`src/rtl/cpu_bus_pkg.sv`:
```
// cpu_bus_pkg: shared types and width defaults for the CPU memory bus.
// Provides arbiter FSM states, transaction owner ids and bus widths.
package cpu_bus_pkg;

    localparam int ADDR_W = 32;
    localparam int DATA_W = 32;

    typedef enum logic [1:0] {
        IDLE,
        WAIT_ADDR,
        WAIT_DATA
    } arb_state_t;

    typedef enum logic {
        OWN_INST,
        OWN_DATA
    } owner_t;

endpackage

```
`src/rtl/sram_bus_arbiter_if.sv`:
```
// sram_bus_arbiter_if: fetch, load/store and shared memory port signals.
// slave = arbiter view, master = environment (requesters + memory) view.
interface sram_bus_arbiter_if #(
    parameter int ADDR_W = cpu_bus_pkg::ADDR_W,
    parameter int DATA_W = cpu_bus_pkg::DATA_W
);
    logic              inst_req;
    logic [ADDR_W-1:0] inst_addr;
    logic              inst_addr_ok;
    logic              inst_data_ok;
    logic [DATA_W-1:0] inst_rdata;

    logic                data_req;
    logic                data_wr;
    logic [DATA_W/8-1:0] data_wstrb;
    logic [ADDR_W-1:0]   data_addr;
    logic [DATA_W-1:0]   data_wdata;
    logic                data_addr_ok;
    logic                data_data_ok;
    logic [DATA_W-1:0]   data_rdata;

    logic                mem_req;
    logic                mem_wr;
    logic [DATA_W/8-1:0] mem_wstrb;
    logic [ADDR_W-1:0]   mem_addr;
    logic [DATA_W-1:0]   mem_wdata;
    logic                mem_addr_ok;
    logic                mem_data_ok;
    logic [DATA_W-1:0]   mem_rdata;

    modport slave (
        input  inst_req, inst_addr,
        output inst_addr_ok, inst_data_ok, inst_rdata,
        input  data_req, data_wr, data_wstrb, data_addr, data_wdata,
        output data_addr_ok, data_data_ok, data_rdata,
        output mem_req, mem_wr, mem_wstrb, mem_addr, mem_wdata,
        input  mem_addr_ok, mem_data_ok, mem_rdata
    );

    modport master (
        output inst_req, inst_addr,
        input  inst_addr_ok, inst_data_ok, inst_rdata,
        output data_req, data_wr, data_wstrb, data_addr, data_wdata,
        input  data_addr_ok, data_data_ok, data_rdata,
        input  mem_req, mem_wr, mem_wstrb, mem_addr, mem_wdata,
        output mem_addr_ok, mem_data_ok, mem_rdata
    );

endinterface

```
`src/rtl/sram_arb_pick.sv`:
```
// sram_arb_pick: combinational grant choice between fetch and data.
// In: inst_req, data_req, streak_full. Out: grant_valid, grant_owner.
module sram_arb_pick
    import cpu_bus_pkg::*;
(
    input  logic   inst_req,
    input  logic   data_req,
    input  logic   streak_full,
    output logic   grant_valid,
    output owner_t grant_owner
);

    always_comb begin
        grant_valid = inst_req | data_req;
        // data wins contention until inst has waited out a full streak
        if (data_req && !(inst_req && streak_full)) begin
            grant_owner = OWN_DATA;
        end else begin
            grant_owner = OWN_INST;
        end
    end

endmodule

```
`src/rtl/sram_bus_arbiter.sv`:
```
// sram_bus_arbiter: shares one SRAM-like port between fetch and data.
// Ports: clk, rst (async, active-high), bus (sram_bus_arbiter_if.slave).
module sram_bus_arbiter
    import cpu_bus_pkg::*;
#(
    parameter int ADDR_W     = 32,
    parameter int DATA_W     = 32,
    parameter int MAX_STREAK = 4
) (
    input logic               clk,
    input logic               rst,
    sram_bus_arbiter_if.slave bus
);

    localparam int SW = $clog2(MAX_STREAK + 1);
    localparam logic [SW-1:0] STREAK_MAX = SW'(MAX_STREAK);

    arb_state_t          state_q, state_d;
    owner_t              owner_q, owner_d;
    logic                wr_q, wr_d;
    logic [DATA_W/8-1:0] wstrb_q, wstrb_d;
    logic [ADDR_W-1:0]   addr_q, addr_d;
    logic [DATA_W-1:0]   wdata_q, wdata_d;
    logic [SW-1:0]       streak_q, streak_d;

    logic   grant_valid;
    owner_t grant_owner;
    logic   addr_hit;
    logic   data_hit;

    sram_arb_pick u_pick (
        .inst_req    (bus.inst_req),
        .data_req    (bus.data_req),
        .streak_full (streak_q == STREAK_MAX),
        .grant_valid (grant_valid),
        .grant_owner (grant_owner)
    );

    always_comb begin
        state_d  = state_q;
        owner_d  = owner_q;
        wr_d     = wr_q;
        wstrb_d  = wstrb_q;
        addr_d   = addr_q;
        wdata_d  = wdata_q;
        streak_d = streak_q;
        unique case (state_q)
            IDLE: begin
                if (grant_valid) begin
                    state_d = WAIT_ADDR;
                    owner_d = grant_owner;
                    if (grant_owner == OWN_DATA) begin
                        wr_d    = bus.data_wr;
                        wstrb_d = bus.data_wstrb;
                        addr_d  = bus.data_addr;
                        wdata_d = bus.data_wdata;
                        // only a data grant that made inst wait extends the streak
                        streak_d = bus.inst_req ? streak_q + 1'b1 : '0;
                    end else begin
                        wr_d     = 1'b0;
                        wstrb_d  = '0;
                        addr_d   = bus.inst_addr;
                        wdata_d  = '0;
                        streak_d = '0;
                    end
                end
            end
            WAIT_ADDR: begin
                if (bus.mem_addr_ok) begin
                    state_d = WAIT_DATA;
                end
            end
            WAIT_DATA: begin
                if (bus.mem_data_ok) begin
                    state_d = IDLE;
                end
            end
            default: state_d = IDLE;
        endcase
    end

    always_ff @(posedge clk or posedge rst) begin
        if (rst) begin
            state_q  <= IDLE;
            owner_q  <= OWN_INST;
            wr_q     <= 1'b0;
            wstrb_q  <= '0;
            addr_q   <= '0;
            wdata_q  <= '0;
            streak_q <= '0;
        end else begin
            state_q  <= state_d;
            owner_q  <= owner_d;
            wr_q     <= wr_d;
            wstrb_q  <= wstrb_d;
            addr_q   <= addr_d;
            wdata_q  <= wdata_d;
            streak_q <= streak_d;
        end
    end

    // handshakes are only honoured in their own state
    assign addr_hit = (state_q == WAIT_ADDR) && bus.mem_addr_ok;
    assign data_hit = (state_q == WAIT_DATA) && bus.mem_data_ok;

    assign bus.mem_req   = (state_q == WAIT_ADDR);
    assign bus.mem_wr    = wr_q;
    assign bus.mem_wstrb = wstrb_q;
    assign bus.mem_addr  = addr_q;
    assign bus.mem_wdata = wdata_q;

    assign bus.inst_addr_ok = addr_hit && (owner_q == OWN_INST);
    assign bus.data_addr_ok = addr_hit && (owner_q == OWN_DATA);
    assign bus.inst_data_ok = data_hit && (owner_q == OWN_INST);
    assign bus.data_data_ok = data_hit && (owner_q == OWN_DATA);
    assign bus.inst_rdata   = bus.mem_rdata;
    assign bus.data_rdata   = bus.mem_rdata;

endmodule
```
`src/flat_wrapper.sv`:
```
// flat-port wrapper written by rule: the top's interface ports become plain ports
module sram_bus_arbiter_flat import cpu_bus_pkg::*;
#(
    parameter int ADDR_W     = 32,
    parameter int DATA_W     = 32,
    parameter int MAX_STREAK = 4
)
  (clk, rst, bus_inst_req, bus_inst_addr, bus_inst_addr_ok, bus_inst_data_ok, bus_inst_rdata, bus_data_req, bus_data_wr, bus_data_wstrb, bus_data_addr, bus_data_wdata, bus_data_addr_ok, bus_data_data_ok, bus_data_rdata, bus_mem_req, bus_mem_wr, bus_mem_wstrb, bus_mem_addr, bus_mem_wdata, bus_mem_addr_ok, bus_mem_data_ok, bus_mem_rdata);
  sram_bus_arbiter_if #(.ADDR_W(ADDR_W), .DATA_W(DATA_W)) bus_i ();
  input logic clk;
  input logic rst;
  input wire logic [$bits(bus_i.inst_req)-1:0] bus_inst_req;
  input wire logic [$bits(bus_i.inst_addr)-1:0] bus_inst_addr;
  output wire logic [$bits(bus_i.inst_addr_ok)-1:0] bus_inst_addr_ok;
  output wire logic [$bits(bus_i.inst_data_ok)-1:0] bus_inst_data_ok;
  output wire logic [$bits(bus_i.inst_rdata)-1:0] bus_inst_rdata;
  input wire logic [$bits(bus_i.data_req)-1:0] bus_data_req;
  input wire logic [$bits(bus_i.data_wr)-1:0] bus_data_wr;
  input wire logic [$bits(bus_i.data_wstrb)-1:0] bus_data_wstrb;
  input wire logic [$bits(bus_i.data_addr)-1:0] bus_data_addr;
  input wire logic [$bits(bus_i.data_wdata)-1:0] bus_data_wdata;
  output wire logic [$bits(bus_i.data_addr_ok)-1:0] bus_data_addr_ok;
  output wire logic [$bits(bus_i.data_data_ok)-1:0] bus_data_data_ok;
  output wire logic [$bits(bus_i.data_rdata)-1:0] bus_data_rdata;
  output wire logic [$bits(bus_i.mem_req)-1:0] bus_mem_req;
  output wire logic [$bits(bus_i.mem_wr)-1:0] bus_mem_wr;
  output wire logic [$bits(bus_i.mem_wstrb)-1:0] bus_mem_wstrb;
  output wire logic [$bits(bus_i.mem_addr)-1:0] bus_mem_addr;
  output wire logic [$bits(bus_i.mem_wdata)-1:0] bus_mem_wdata;
  input wire logic [$bits(bus_i.mem_addr_ok)-1:0] bus_mem_addr_ok;
  input wire logic [$bits(bus_i.mem_data_ok)-1:0] bus_mem_data_ok;
  input wire logic [$bits(bus_i.mem_rdata)-1:0] bus_mem_rdata;
  assign bus_i.inst_req = bus_inst_req;
  assign bus_i.inst_addr = bus_inst_addr;
  assign bus_inst_addr_ok = bus_i.inst_addr_ok;
  assign bus_inst_data_ok = bus_i.inst_data_ok;
  assign bus_inst_rdata = bus_i.inst_rdata;
  assign bus_i.data_req = bus_data_req;
  assign bus_i.data_wr = bus_data_wr;
  assign bus_i.data_wstrb = bus_data_wstrb;
  assign bus_i.data_addr = bus_data_addr;
  assign bus_i.data_wdata = bus_data_wdata;
  assign bus_data_addr_ok = bus_i.data_addr_ok;
  assign bus_data_data_ok = bus_i.data_data_ok;
  assign bus_data_rdata = bus_i.data_rdata;
  assign bus_mem_req = bus_i.mem_req;
  assign bus_mem_wr = bus_i.mem_wr;
  assign bus_mem_wstrb = bus_i.mem_wstrb;
  assign bus_mem_addr = bus_i.mem_addr;
  assign bus_mem_wdata = bus_i.mem_wdata;
  assign bus_i.mem_addr_ok = bus_mem_addr_ok;
  assign bus_i.mem_data_ok = bus_mem_data_ok;
  assign bus_i.mem_rdata = bus_mem_rdata;
  sram_bus_arbiter #(.ADDR_W(ADDR_W), .DATA_W(DATA_W), .MAX_STREAK(MAX_STREAK)) u_core (.clk(clk), .rst(rst), .bus(bus_i));
endmodule
```
`config.mk`:
```
export PLATFORM = sky130hd
export DESIGN_NAME = sram_bus_arbiter_flat
export DESIGN_NICKNAME = d
export VERILOG_FILES = /design/src/rtl/cpu_bus_pkg.sv /design/src/rtl/sram_bus_arbiter_if.sv /design/src/rtl/sram_arb_pick.sv /design/src/rtl/sram_bus_arbiter.sv /design/src/flat_wrapper.sv
export SDC_FILE = /design/constraint.sdc
export NUM_CORES = 1
export LEC_CHECK = 0
export CAP_MARGIN = 30
export CORE_MARGIN = 3
export CORE_UTILIZATION = 39
export CTS_CLUSTER_DIAMETER = 30
export CTS_CLUSTER_SIZE = 20
export DETAILED_ROUTE_END_ITERATION = 8
export PLACE_DENSITY = 0.94
export SLEW_MARGIN = 25
export SYNTH_ARGS = -nofsm -noshare
export SYNTH_HDL_FRONTEND = slang
export SYNTH_SLANG_ARGS = --single-unit
```
`constraint.sdc`:
```
create_clock -name clk -period 3.3 [get_ports clk]
set_input_delay 0.33 -clock clk [delete_from_list [all_inputs] [get_ports clk]]
set_output_delay 0.33 -clock clk [all_outputs]
set_load 0.005 [all_outputs]
```
==> out/results.txt, run 1 <==
Status - complete, no violations
Core ar. - 0.00986 sq mm
IO buf count - 180
Clock Skew - 0.0137 ns
Lkg Pwr - 0.00230 uW
CP endpoint kind - output port
ANT nets after route - 0
# nets final - 608
CTS buffer count - 9
Worst-path clk slew - 0.09 ns
RSZ-0062 raised after global routing - no
Top delay family on crit path - simple AND/OR/NAND/NOR gates
Share of layout cells above drive strength 1 - 11.9%
Levels on crit path - 4
Required @ worst endpoint - 2.97 ns
IO Count - 277
Die ar. - 0.0115 sq mm
Cts hold-fix bufs - 0
Clock network power share - 13.7%
Register area share after synthesis - 46.8%
# DRC - 0
Finished Layout Cells - 605
Tot Pwr - 4580 uW
Initial cell density of the core - 40.6%
Gp weighted congestion - 0.815
R2R Path End - u_core.bus.mem_addr[30]
Clock sink count - 75
CTS root buf - clkbuf_8
CTS resizes - 0
Yosys warnings - 0
Routing usage on met3 - 5.88%
Met2 global-route usage - 34.3%
CTS Buffer Depth - 2
Overall Global Routing Usage - 20.1%
Number of synthesized register bits - 75
Iter 0 DRT Violations - 295
Pint - 2950 uW
PwrDens - 825 mW/mm^2
# placed instances - 589
Max-slew violations - 0
Sequential power share - 35.1%
Wirelength per Cell - 19.5 um
Startpoint types - flop
Via density - 5.49
Chip Height - 107 um
Psw - 1630 uW
CP Max Fanout - 4
Cell variety after synth - 28
# diodes - 0
Kind of critical path - flop to output port
Max transition margin - 36.3%
Antenna violations before repair - 2
H-tree levels - 3
Max-cap violations - 0
Crit path DAT - 1.78 ns
Final core occ - 56.3%
Syn avg cell area - 10.9 sq um
CP Buf/Inv Count - 1
CTS tree - done
FMAX - 475 MHz
Routed via count - 3,320
Power share of the combinational group - 51.2%
Total routed wirelength - 11.8 mm
Post-DP HPWL - 8.55 mm
Crit share post-route - 63.9%
Setup Viol. Count Final - 0
Fillcell total - 792
Hold Path Class - input pin to async pin
Crit path cell chain - nor2b_1 > nand2_1 > nor2_1 > clkdlybuf4s50_1
R2R cell count - 5
CP max-delay cell - clkdlybuf4s50_1
Reg-to-Reg Start - u_core.streak_q[0]
Total Neg Setup Slack - 0 ns
Mapped Area - 0.00401 sq mm
Vias in the first global route - 3,469
Clk_lat worst skew - 0.35 ns
Setup Buffers After CTS - 0
Finished Cell Area - 0.00555 sq mm
Die width - 107 um
CP max stage delay - 0.50 ns
Area Growth Syn to Fin - 38.5%
Row Count - 36
GR Overflow Total - 0
VDD IR max - 364 uV
First-pass GRT wire length - 18.2 mm
Slew @ Worst Pin - 0.955 ns
Post-Syn Nets - 508
Gate Count Post-Synth - 367
R2R Setup Slk - 1.33 ns
Fin. Hold Viols - 0
GR peak layer - met2
Post-layout min period - 2.11 ns
Largest net degree at the start of global routing - 44
Met1 usage - 22.7%
Sw Share - 35.7%
Drt first pass iters - 4
Placed Area - 0.00538 sq mm
==> worst max-delay path by stage <==
stage                      start                       to  slack (ns)
6_report       u_core.state_q[0]         bus_inst_addr_ok        1.19
2_1_floorplan                rst   u_core.bus.mem_addr[0]        1.06
3_3_place_gp        bus_inst_req  u_core.bus.mem_addr[31]        1.21
5_1_grt        u_core.state_q[0]         bus_inst_addr_ok        1.07
3_5_place_dp        bus_inst_req  u_core.bus.mem_addr[30]        1.13
4_1_cts        u_core.state_q[0]         bus_inst_addr_ok        1.18
==> cell usage after synthesis <==
cell | n | area share [%]
nand4_1 | 32 | 5.0
a21o_1 | 1 | 0.19
ha_1 | 2 | 0.62
buf_2 | 11 | 1.4
o21ai_0 | 2 | 0.25
o221ai_1 | 2 | 0.44
a32o_1 | 2 | 0.50
and2_4 | 1 | 0.22
and3_1 | 2 | 0.31
a22o_1 | 37 | 8.1
a21oi_1 | 1 | 0.12
and4b_1 | 1 | 0.25
buf_4 | 65 | 12
clkbuf_1 | 17 | 1.6
dfrtp_1 | 75 | 47
nor2b_1 | 1 | 0.16
or2_1 | 1 | 0.16
nand2_1 | 2 | 0.19
o221ai_2 | 30 | 11
xor2_1 | 1 | 0.22
nor2_1 | 2 | 0.19
a31o_1 | 1 | 0.22
buf_6 | 6 | 1.7
inv_1 | 36 | 3.4
and2_1 | 1 | 0.16
nor3b_1 | 1 | 0.19
nand2b_1 | 1 | 0.16
nand3_1 | 33 | 4.1
==> flip-flops by register name, indices dropped and copies added (netlist names) <==
register	cells
u_core.bus.mem_wdata	32
u_core.bus.mem_addr	32
u_core.state_q	2
u_core.bus.mem_wstrb	4
u_core.bus.mem_wr	1
u_core.streak_q	3
u_core.owner_q	1
==> routing by layer <==
| metal | wire length, um | share of wire, % |
|---|---|---|
| met5 | 13 | 0.11 |
| met4 | 506 | 4.3 |
| met3 | 979 | 8.3 |
| met2 | 6030 | 51 |
| met1 | 4270 | 36 |
==> power groups by stage <==
| stage | registers (uW) | logic [uW] | clock network (uW) |
|---|---|---|---|
| 6_report | 1610 | 2340 | 628 |
| 5_1_grt | 1660 | 2540 | 692 |
| 4_1_cts | 1600 | 2370 | 650 |
| 3_5_place_dp | 1620 | 2360 | 0 |
| 3_3_place_gp | 1600 | 2280 | 0 |
| 2_1_floorplan | 1600 | 1280 | 0 |
==> cell families after synthesis <==
kind of cell	count (synthesis)	share of synthesized area [%]
simple gates	78	11.1
flops	75	46.8
fa+ha+maj	2	0.624
compound gates	76	21.0
xor+xnor	1	0.219
buf+inv	135	20.2
==> placed cells by master (no fill, tap or decap), types with 2 or more instances in the layout <==
| master | instances |
|---|---|
| clkdlybuf4s50_1 | 180 |
| dfrtp_1 | 75 |
| a22o_1 | 37 |
| inv_1 | 35 |
| nand3_1 | 33 |
| nand4_1 | 32 |
| o221ai_2 | 30 |
| clkbuf_8 | 9 |
| buf_4 | 7 |
| and3_1 | 2 |
| nand2_1 | 2 |
| a32o_1 | 2 |
| o221ai_1 | 2 |
| o21ai_0 | 2 |
| ha_1 | 2 |
| clkinvlp_4 | 2 |
| clkbuf_1 | 2 |
==> per-stage QoR <==
step	setup slack (ns)	hold WS, ns
after global placement	1.21	0.483
after CTS	1.18	0.452
after detailed placement	1.13	0.481
after global routing	1.07	0.488
after floorplan	1.06	0.437
final	1.19	0.442
==> cell type report <==
type,count,area [sq um],area share [%]
Clock buffer,11,131,2.37
Clock inverter,5,37.5,0.676
Inverter,36,135,2.43
Multi-Input combinational cell,157,1330,24.0
Sequential cell,75,1880,33.8
Tap cell,133,166,3.00
Timing Repair Buffer,188,1870,33.8
No activity file was read; power rests on OpenSTA's default activity.
==> run 2, diff against run 1 <==
- CORE_ASPECT_RATIO: default -> 1.4
- CORE_UTILIZATION: 39 -> 32
- PLACE_DENSITY: 0.94 -> 0.83
- clock period: 3.3 -> 1.7 ns (I/O delays scaled with it)
==> run 2 against run 1 <==
Net effect:
- final cell count increased by 3.5%
- via count shrank 0.21%
- critical endpoint is now bus_inst_data_ok
- non-clock buffer count up 6
- clock power rose to 3.2 times the previous value
==> out/results.txt, run 2 (synthesized netlist as in run 1, its figures left out) <==
Status - complete, no violations
Die width - 101 um
VDD IR max - 682 uV
Post-layout min period - 1.61 ns
Hold Path Class - input pin to async pin
Routed via count - 3,313
Power share of the combinational group - 48.4%
PwrDens - 1700 mW/mm^2
CP max stage delay - 0.38 ns
Final core occ - 48.3%
Antenna violations before repair - 0
# DRC - 0
Setup Viol. Count Final - 0
CTS root buf - clkbuf_16
Core ar. - 0.0121 sq mm
Uppermost layer routed - met4
Share of layout cells above drive strength 1 - 13.6%
Via density - 5.29
Max-cap violations - 0
Chip Height - 138 um
CTS tree - done
CTS buffer count - 9
# diodes - 0
Clock network power share - 20.2%
Fin. Hold Viols - 0
Row Count - 47
Clk_lat worst skew - 0.33 ns
Finished Layout Cells - 626
Sw Share - 33.1%
Crit path cell chain - buf_4 > nand2b_1 > nor3b_1 > dlygate4sd2_1
H-tree levels - 3
IO Count - 277
First-pass GRT wire length - 20.0 mm
ANT nets after route - 0
Clock sink count - 75
Psw - 3270 uW
Area Growth Syn to Fin - 45.1%
Finished Cell Area - 0.00582 sq mm
Vias in the first global route - 3,576
Largest net degree at the start of global routing - 76
CP max-delay cell - dfrtp_1
Kind of critical path - flop to output port
IO buf count - 180
# placed instances - 607
Startpoint types - flop
Gp weighted congestion - 0.805
Total routed wirelength - 13.1 mm
Max transition margin - 64.5%
Clock Skew - 0.00456 ns
Required @ worst endpoint - 1.53 ns
Initial cell density of the core - 33.2%
Drt first pass iters - 4
Overall Global Routing Usage - 18.4%
Crit share post-route - 94.9%
FMAX - 620 MHz
GR Overflow Total - 0
WL met1 - 4.44 mm
Pint - 6600 uW
Max-slew violations - 0
Iter 0 DRT Violations - 137
Worst-path clk slew - 0.06 ns
Lkg Pwr - 0.00245 uW
CTS Buffer Depth - 2
Highest-count cells in the layout ignoring fill and taps - clkdlybuf4s50_1, dfrtp_1, a22o_1, inv_1, nand3_1
Cts hold-fix bufs - 0
RSZ-0062 raised after global routing - no
Top delay family on crit path - buffers and inverters
Slew @ Worst Pin - 0.532 ns
Crit path DAT - 1.44 ns
Levels on crit path - 4
Met2 WL post-DR - 6.77 mm
CP Max Fanout - 3
CP endpoint kind - output port
Met3 wire len - 1.11 mm
# nets final - 615
R2R Setup Slk - 0.11 ns
Placed Area - 0.00548 sq mm
Die ar. - 0.0139 sq mm
CP Buf/Inv Count - 2
Commonest non-fill, non-tap cell in the layout - clkdlybuf4s50_1
R2R cell count - 4
Post-DP HPWL - 9.64 mm
Wirelength per Cell - 20.9 um
Sequential power share - 31.4%
[run 2: what timing repair did]
action / in CTS / in global routing
gates cloned: 0 / 1
gates resized for setup: 7 / 0
setup endpoints to repair: 5 / 1
buffers inserted: 2 / 0
pin swaps: 0 / 1
[run 2: stage by stage]
stage	hold WS, ns	power [uW]	TNS [ns]	setup WS, ns
finish	0.300	9870	0	0.0872
global route	0.335	10500	0	0.00241
CTS	0.306	9950	0	0.0477
detailed placement	0.340	7880	-0.105	-0.0483
global placement	0.340	7690	-0.0247	-0.0124
floorplan	0.277	5580	0	0.135
[run 2: power groups by stage]
stage | logic, uW | clock network (uW) | registers, uW
final | 4770 | 2000 | 3100
after global routing | 5180 | 2130 | 3190
after global placement | 4600 | 0 | 3100
after CTS | 4800 | 2040 | 3110
after detailed placement | 4740 | 0 | 3130
after floorplan | 2480 | 0 | 3110
[run 2: metal layers]
metal / vias up / GRT usage, %
met5: - / 0
met4: 0 / 12.8
met3: 78 / 4.49
met2: 176 / 30.9
met1: 1577 / 19.9
li1: 1482 / -
[run 2: worst reg2reg max path, cell delays in order (launching register included)]
cell,delay (ns)
dfrtp_1,0.41
buf_4,0.16
nor2_4,0.20
and2_2,0.53
o221ai_2,0.16
[run 2: area by class of cell]
class	instances	area, sq um
sequential	75	1880
multi-input combinational	158	1350
clock inverter	6	80.1
fill	1084	6240
tap	147	184
timing repair buffer	194	1960
inverter	36	139
clock buffer	10	229
[run 2: path summary, 6_finish.rpt]
check / startpoint / to
max in group asynchronous: rst / u_core.bus.mem_wstrb[1]
worst min-delay path: rst / u_core.bus.mem_wdata[10]
worst min register to register: u_core.bus.mem_wstrb[0] / u_core.bus.mem_wstrb[0]
min in group clk: bus_mem_rdata[2] / bus_data_rdata[2]
worst max-delay path: u_core.state_q[0] / bus_inst_data_ok
worst max register to register: u_core.state_q[1] / u_core.bus.mem_addr[2]
